### config.mk
export PLATFORM = sky130hd
export DESIGN_NAME = mem_stage
export DESIGN_NICKNAME = d
export VERILOG_FILES = /design/src/rtl/cpu_types_pkg.sv /design/src/rtl/llsc_link.sv /design/src/rtl/mem_stage.sv
export SDC_FILE = /design/constraint.sdc
export NUM_CORES = 1
export LEC_CHECK = 0
export BUFFER_PORTS_ARGS = -buffer_cell sky130_fd_sc_hd__clkbuf_2
export CORE_ASPECT_RATIO = 0.7
export CORE_UTILIZATION = 38
export CTS_CLUSTER_DIAMETER = 150
export CTS_CLUSTER_SIZE = 28
export DETAILED_ROUTE_END_ITERATION = 7
export GPL_ROUTABILITY_DRIVEN = 0
export PLACE_DENSITY = 0.77
export SETUP_SLACK_MARGIN = 0.15
export SLEW_MARGIN = 0
export SYNTH_ARGS = -nofsm -noshare
export SYNTH_HDL_FRONTEND = slang
export SYNTH_SLANG_ARGS = --single-unit
### constraint.sdc
create_clock -name CLK -period 1.55 [get_ports CLK]
set_input_delay 0.155 -clock CLK [delete_from_list [all_inputs] [get_ports CLK]]
set_output_delay 0.155 -clock CLK [all_outputs]
set_load 0.03 [all_outputs]
### src/rtl/cpu_types_pkg.sv
// cpu_types_pkg: shared word type and memory-stage FSM states.
package cpu_types_pkg;
   typedef logic [31:0] word_t;
   typedef enum logic [1:0] {IDLE, ACCESS, DONE} memstate_t;
endpackage

### src/rtl/llsc_link.sv
// llsc_link: load-linked reservation register with remote-snoop and local-store invalidation.
module llsc_link (
   input  logic        clk,
   input  logic        rst,
   input  logic        set,
   input  logic [29:0] set_addr,
   input  logic        wr_done,
   input  logic [29:0] wr_addr,
   input  logic        snoop_valid,
   input  logic [29:0] snoop_addr,
   output logic        link_valid,
   output logic [29:0] link_addr
);
   // A snoop to the address being linked in the same cycle cancels the new link.
   always_ff @(posedge clk)
      if (rst) begin
         link_valid <= 1'b0;
         link_addr  <= '0;
      end else if (set) begin
         link_valid <= !(snoop_valid && snoop_addr == set_addr);
         link_addr  <= set_addr;
      end else if ((snoop_valid && snoop_addr == link_addr) || (wr_done && wr_addr == link_addr))
         link_valid <= 1'b0;
endmodule

### src/rtl/mem_stage.sv
// mem_stage: MEM pipeline stage driving a stalling data cache; LL/SC support when LLSC_EN is defined.
module mem_stage
   import cpu_types_pkg::*;
(
   input  logic        CLK,
   input  logic        RST,
   input  logic        reqValid,
   input  logic        memRead,
   input  logic        memWrite,
   input  logic        isLL,
   input  logic        isSC,
   input  logic [31:0] addr,
   input  logic [31:0] storeData,
   output logic        dREN,
   output logic        dWEN,
   output logic [31:0] daddr,
   output logic [31:0] dstore,
   input  logic        dhit,
   input  logic [31:0] dload,
   input  logic        snoopValid,
   input  logic [31:0] snoopAddr,
   output logic [31:0] dmemload,
   output logic [31:0] scStatus,
   output logic        memStall,
   output logic        memDone
);
   memstate_t state;
   logic op_rd, op_wr, op_ll, op_sc;
   logic accept, sc_fail, unused_bits;
   assign accept   = reqValid && (memRead || memWrite);
   assign memStall = !RST && (state == ACCESS || (state == IDLE && accept));
`ifdef LLSC_EN
   logic        link_valid;
   logic [29:0] link_addr;
   llsc_link u_link (
      .clk         (CLK),
      .rst         (RST),
      .set         (state == ACCESS && dhit && op_ll),
      .set_addr    (daddr[31:2]),
      .wr_done     (state == ACCESS && dhit && op_wr),
      .wr_addr     (daddr[31:2]),
      .snoop_valid (snoopValid),
      .snoop_addr  (snoopAddr[31:2]),
      .link_valid  (link_valid),
      .link_addr   (link_addr)
   );
   // An SC without a live reservation on its word completes at once as a failure.
   assign sc_fail     = isSC && !memRead && !(link_valid && link_addr == addr[31:2]);
   assign unused_bits = ^{addr[1:0], snoopAddr[1:0]};
`else
   assign sc_fail     = 1'b0;
   assign unused_bits = ^{addr[1:0], snoopAddr, snoopValid, isLL, op_ll};
`endif
   always_ff @(posedge CLK)
      if (RST) begin
         state    <= IDLE;
         op_rd    <= 1'b0;
         op_wr    <= 1'b0;
         op_ll    <= 1'b0;
         op_sc    <= 1'b0;
         dREN     <= 1'b0;
         dWEN     <= 1'b0;
         daddr    <= '0;
         dstore   <= '0;
         dmemload <= '0;
         scStatus <= '0;
         memDone  <= 1'b0;
      end else begin
         memDone <= 1'b0;
         case (state)
            IDLE: if (accept) begin
               op_rd  <= memRead;
               op_wr  <= !memRead;
               op_ll  <= isLL && memRead;
               op_sc  <= isSC && !memRead;
               daddr  <= {addr[31:2], 2'b00};
               dstore <= storeData;
               if (sc_fail) begin
                  state    <= DONE;
                  scStatus <= 32'd0;
                  memDone  <= 1'b1;
               end else begin
                  state <= ACCESS;
                  dREN  <= memRead;
                  dWEN  <= !memRead;
               end
            end
            ACCESS: if (dhit) begin
               state   <= DONE;
               dREN    <= 1'b0;
               dWEN    <= 1'b0;
               memDone <= 1'b1;
               if (op_rd) dmemload <= dload;
               if (op_sc) scStatus <= 32'd1;
            end
            default: state <= IDLE;
         endcase
      end
endmodule

* Word-level counts from Yosys, hierarchy flattened
Index checks and enable logic that the tools add are counted.
** Word-level totals
- Register bits :: 102
- Bits in latches :: 0
- Bits in writable memories :: 0
- ROM bits :: 0
- Input port bits :: 137
- Output and inout port bits :: 132
- Word-level logic and storage cells :: 39
- Memories :: 0
** Operators by class
- $add $sub $neg :: 0
- Multiply operators :: 0
- Div/mod/pow operators :: 0
- Order comparisons :: 0
- Equal/unequal tests :: 3
- Shifts and indexed selects :: 0
- Multiplexer cells :: 9
- Bitwise logic cells :: 1
- Reductions and logical operators :: 16
** Operators by type and width (count)
- AND reduction 3 bit :: 3
- logical AND 1 bit :: 4
- two-way mux 1 bit :: 4
- two-way mux 2 bit :: 2
- inequality test 2 bit, second input constant :: 2
- one-hot mux 1 bit (2 select lines) :: 2
- one-hot mux 2 bit (2 select lines) :: 1
- AND reduction 2 bit :: 2
- == test 2 x 1 -> 1 bit, second input constant :: 1
- logical NOT 1 bit :: 2
- logical NOT 2 bit :: 1
- logical OR 1 bit :: 2
- nonzero test 2 bit :: 1
- OR reduction 2 bit :: 1
- inverter 1 bit :: 1

* Logic depth before layout (Yosys ltp)
- Depth after elaboration :: 5
- Mapped depth :: 6
- Gate-level depth less buffers :: 3

* Least setup slack after synthesis
No wires, ideal clock.
- Kind :: register -> register
- Start point :: reg state[1]
- End point :: reg dstore[2]
- Library setup time :: 0.132 ns
- Arrival time :: 1.326 ns
- Required time :: 1.418 ns
- Slack :: 0.092 ns
- Cell stages (with the launch flop) :: 7
- Buffers on the path :: 3
- Clock period less this slack :: 1.458 ns
- Cells stage by stage :: dfxtp_1 -> buf_6 -> or3b_4 -> buf_6 -> clkbuf_1 -> o21ai_0 -> a21oi_1
** Between the ends
- Longest elaborated chain between the ends :: 2
** Ends and longest elaborated chain
- start: declaration :: RTL line mem_stage.sv:27 : memstate_t state;
- start signal: assignment :: RTL line mem_stage.sv:56 : state <= IDLE;
- start signal: assignment :: RTL line mem_stage.sv:79 : state <= DONE;
- start signal: assignment :: RTL line mem_stage.sv:83 : state <= ACCESS;
- logical NOT 2 bit :: RTL line mem_stage.sv:70 : case (state)
- AND reduction 2 bit (no line)
- end signal: assignment :: RTL line mem_stage.sv:77 : dstore <= storeData;
- end: declaration :: RTL line mem_stage.sv:17 : output logic [31:0] dstore,
Every way passes these cells.
A chain may end at the register's enable or synchronous reset.

* Worst setup path in the final report
- Start point :: reg state[1]
- End point :: reg dstore[8]
The elaborated chain is that of the path after synthesis.

==> reports/metrics.yaml <==
clock_network:
  root_buffer: "clkbuf_16"
  clock_sinks: 102
  cts.htree.levels: 3
  hold_buffers: 0
  cts_made_buffers: 9
  post_cts_buffers: 0
  cts_buffer_depth: 2
  cts_tree: "yes"
  clk_pin_slew_ps: 70
  clk_latency_ps: 340
synth:
  yosys.area.top_type: "dfxtp_1"
  syn_area_sq_um: 4026
  seq_area_frac_synth_pct: 50.71
  synthTopCellsByArea: "dfxtp_1 (51%), a21oi_1 (12%), nand3_1 (7.7%)"
  postSynthCellCount: 498
  synth.distinct_cells: 25
  syn_area_per_cell_sq_um: 8.085
  yosys.area.top_type_share_pct: 50.71
  synth_seq_cells: 102
  synth_warnings: 0
worst_setup_path:
  slowest_delay_ps: 420
  r2r-start: "state[1]"
  cp_max_fo: 36
  start_kind: "register"
  r2r_cells: 4
  cp.required_ps: 1760
  cpMaxStageDelayCell: "or3b_4"
  reg2reg_slack_ps: 210
  r2r_end: "dstore[8]"
  crit_path_end_kind: "register"
  critPathArrivalTime_ps: 1550
  crit_chain: "or3b_4 > buf_12 > o21ai_0 > a21oi_1"
  worstSetupPathType: "reg2reg"
pwr:
  p_sw_mw: 1.698
  finalPower_mw: 6.083
  power_density_nw_per_um2: 1135
  power_leakage_nw: 2.380
  power.share.clock_pct: 37.7
  comb_power_share_pct: 16.4
  peakVddDrop_mv: 0.5347
  internal_power_mw: 4.385
  p_sw_share_pct: 27.92
  pwr-share-seq_pct: 45.9
min_path:
  holdPathEnd: "dmemload[6]"
  hold_depth: 3
  min-delay-start: "dload[6]"
  min_path_type: "in2reg"
floorplanning:
  std_cell_rows: 31
  pin_count: 269
  die_h_microns: 88.12
  dieArea_sq_um: 11020
  die_w_microns: 125.0
  floorplan.initialDensity_pct: 39.02
  core-area_sq_um: 10320
timing:
  tns_ps: 0
  final-setup-viol-count: 0
  tightest_slew_ps: 517.0
  finalCritPeriodShare_pct: 86.44
  clock_skew_ps: 5.635
  slew_viol_final: 0
  grt_setup_unrepaired: "false"
  fmax_mhz: 746.4
  period_needed_ps: 1340
  hold_viol: 0
  max_slew_margin_pct: 65.53
global_route:
  grt_overflow_total: 0
  grt_use_total_pct: 18.58
  grt_pass1_wl_microns: 16410
  grt_pass1_vias: 3516
  grt_max_degree: 50
  antenna_found_initial: 0
placement:
  io_buffer_count: 199
  placedCellCount: 796
  dp_hpwl_microns: 7692
detailed_routing:
  drt_iter0_markers: 250
  drtPass1Iterations: 6
  vias: 4005
  final_antenna_net_count: 0
  drt-vias-per-instance: 4.932
  wl_microns: 10760
  route.detailed.drc: 24
  drt-wirelength-per-cell_microns: 13.26
layout:
  fin_cells: 812
  layout.nets: 812
  multiInputGateArea_sq_um: 1658
  drive_above_1_share_pct: 35.00
  diodes: 0
  seq_area_sq_um: 2044
  fill_cells: 985
  area_growth_pct: 33.13
run_status:
  status: "finished, violations left"
  violations: "design-rule violations"
run:
  cap_violations: 0
## logic make-up (layout without fill, tap and decap cells)
group	Yosys count	after routing	synth area share, %
AOI/OAI and AO/OA	167	167	20.94
buffers and inverters	83	233	11.50
DFF	102	102	50.71
other	1	33	0.09314
and+or+nand+nor	145	145	16.75
## registers in the layout, summed over array words and instances, names as in the netlist
name      flops
state         2
daddr        30
dstore       32
op_rd         1
dmemload     32
scStatus      1
op_sc         1
dREN          1
dWEN          1
memDone       1
## final cells by class
class                   instances  area share (%)
well taps                     132           3.081
multi-input cells             345           30.93
clock inverters                 5           1.074
clock buffers                  11           4.715
flip-flops and latches        102           38.14
inverters                       2          0.1401
repair buffers                215           21.92
## synth_stat cells
cell and n:
dfxtp_1 102, a21oi_1 98, nand2_1 69, nand3_1 62
o21ai_0 48, clkbuf_1 35, buf_4 33, o21ai_1 17
buf_2 10, a31oi_1 2, buf_6 2, inv_1 2
nand4b_1 2, nor2_1 2, nor3b_1 2, nor4bb_1 2
o211ai_1 2, and4b_1 1, buf_1 1, conb_1 1
nand2b_1 1, nor3_1 1, or2_2 1, or3_1 1
or3b_4 1
## how the worst max path moves through the flow
stage                     startpoint         end  slack, ps  cells past startpoint
final                       state[1]   dstore[8]        210                      4
after global routing        state[1]   daddr[31]        150                      4
after CTS                   state[1]  dstore[14]        160                      4
after detailed placement    state[1]  dstore[13]        160                      4
after global placement      state[1]  dstore[13]        210                      4
after floorplan             state[0]        dWEN        110                      5
## stage by stage
stage / setup slack, ps / util (%) / hold WS, ps / cell area [sq um]
2_1_floorplan: 114.9 / - / 232.5 / 4164
3_3_place_gp: 209.4 / 48.82 / 377.8 / 5037
3_5_place_dp: 156.9 / 48.82 / 383.4 / 5037
4_1_cts: 162.6 / 51.90 / 19.82 / 5355
5_1_grt: 150.6 / 51.95 / 25.64 / 5360
6_report: 210.2 / 51.95 / 34.80 / 5360
## per-layer routing
layer,vias up,part of all wire [%],track usage [%]
met5,-,0,0
met4,0,1.0,5.765
met3,13,6.8,4.948
met2,147,49,32.91
met1,1850,43,22.36
li1,1995,-,-
## placed cells by master (no fill, tap or decap), types with 4 or more instances in the layout
master,instances
buf_4,13
clkbuf_2,197
a21oi_1,97
dfxtp_1,100
conb_1,33
nand2_1,69
o21ai_0,19
buf_12,4
o21ai_1,46
clkbuf_16,9
nand3_1,62
## repair_timing
action / CTS / global route
endpoints found under the setup margin: 3 / 33
pin swaps: 0 / 0
gates resized for setup: 4 / 17
## power by group through the flow
| stage | combinational, mW | clock, mW | sequential [mW] |
|---|---|---|---|
| after floorplan | 0.502 | 0 | 3.06 |
| after global placement | 0.964 | 0 | 2.84 |
| after detailed placement | 0.983 | 0 | 2.85 |
| after CTS | 0.988 | 2.37 | 2.79 |
| after global routing | 1.07 | 2.48 | 2.81 |
| final | 0.996 | 2.30 | 2.79 |
## worst max-delay path: cells and delay by family, from the launching register on
| kind | cells | cell delay [ps] |
|---|---|---|
| compound gates | 2 | 240 |
| simple gates | 1 | 420 |
| buf+inv | 1 | 190 |
| flops | 1 | 350 |
No activity file was read; power rests on OpenSTA's default activity.
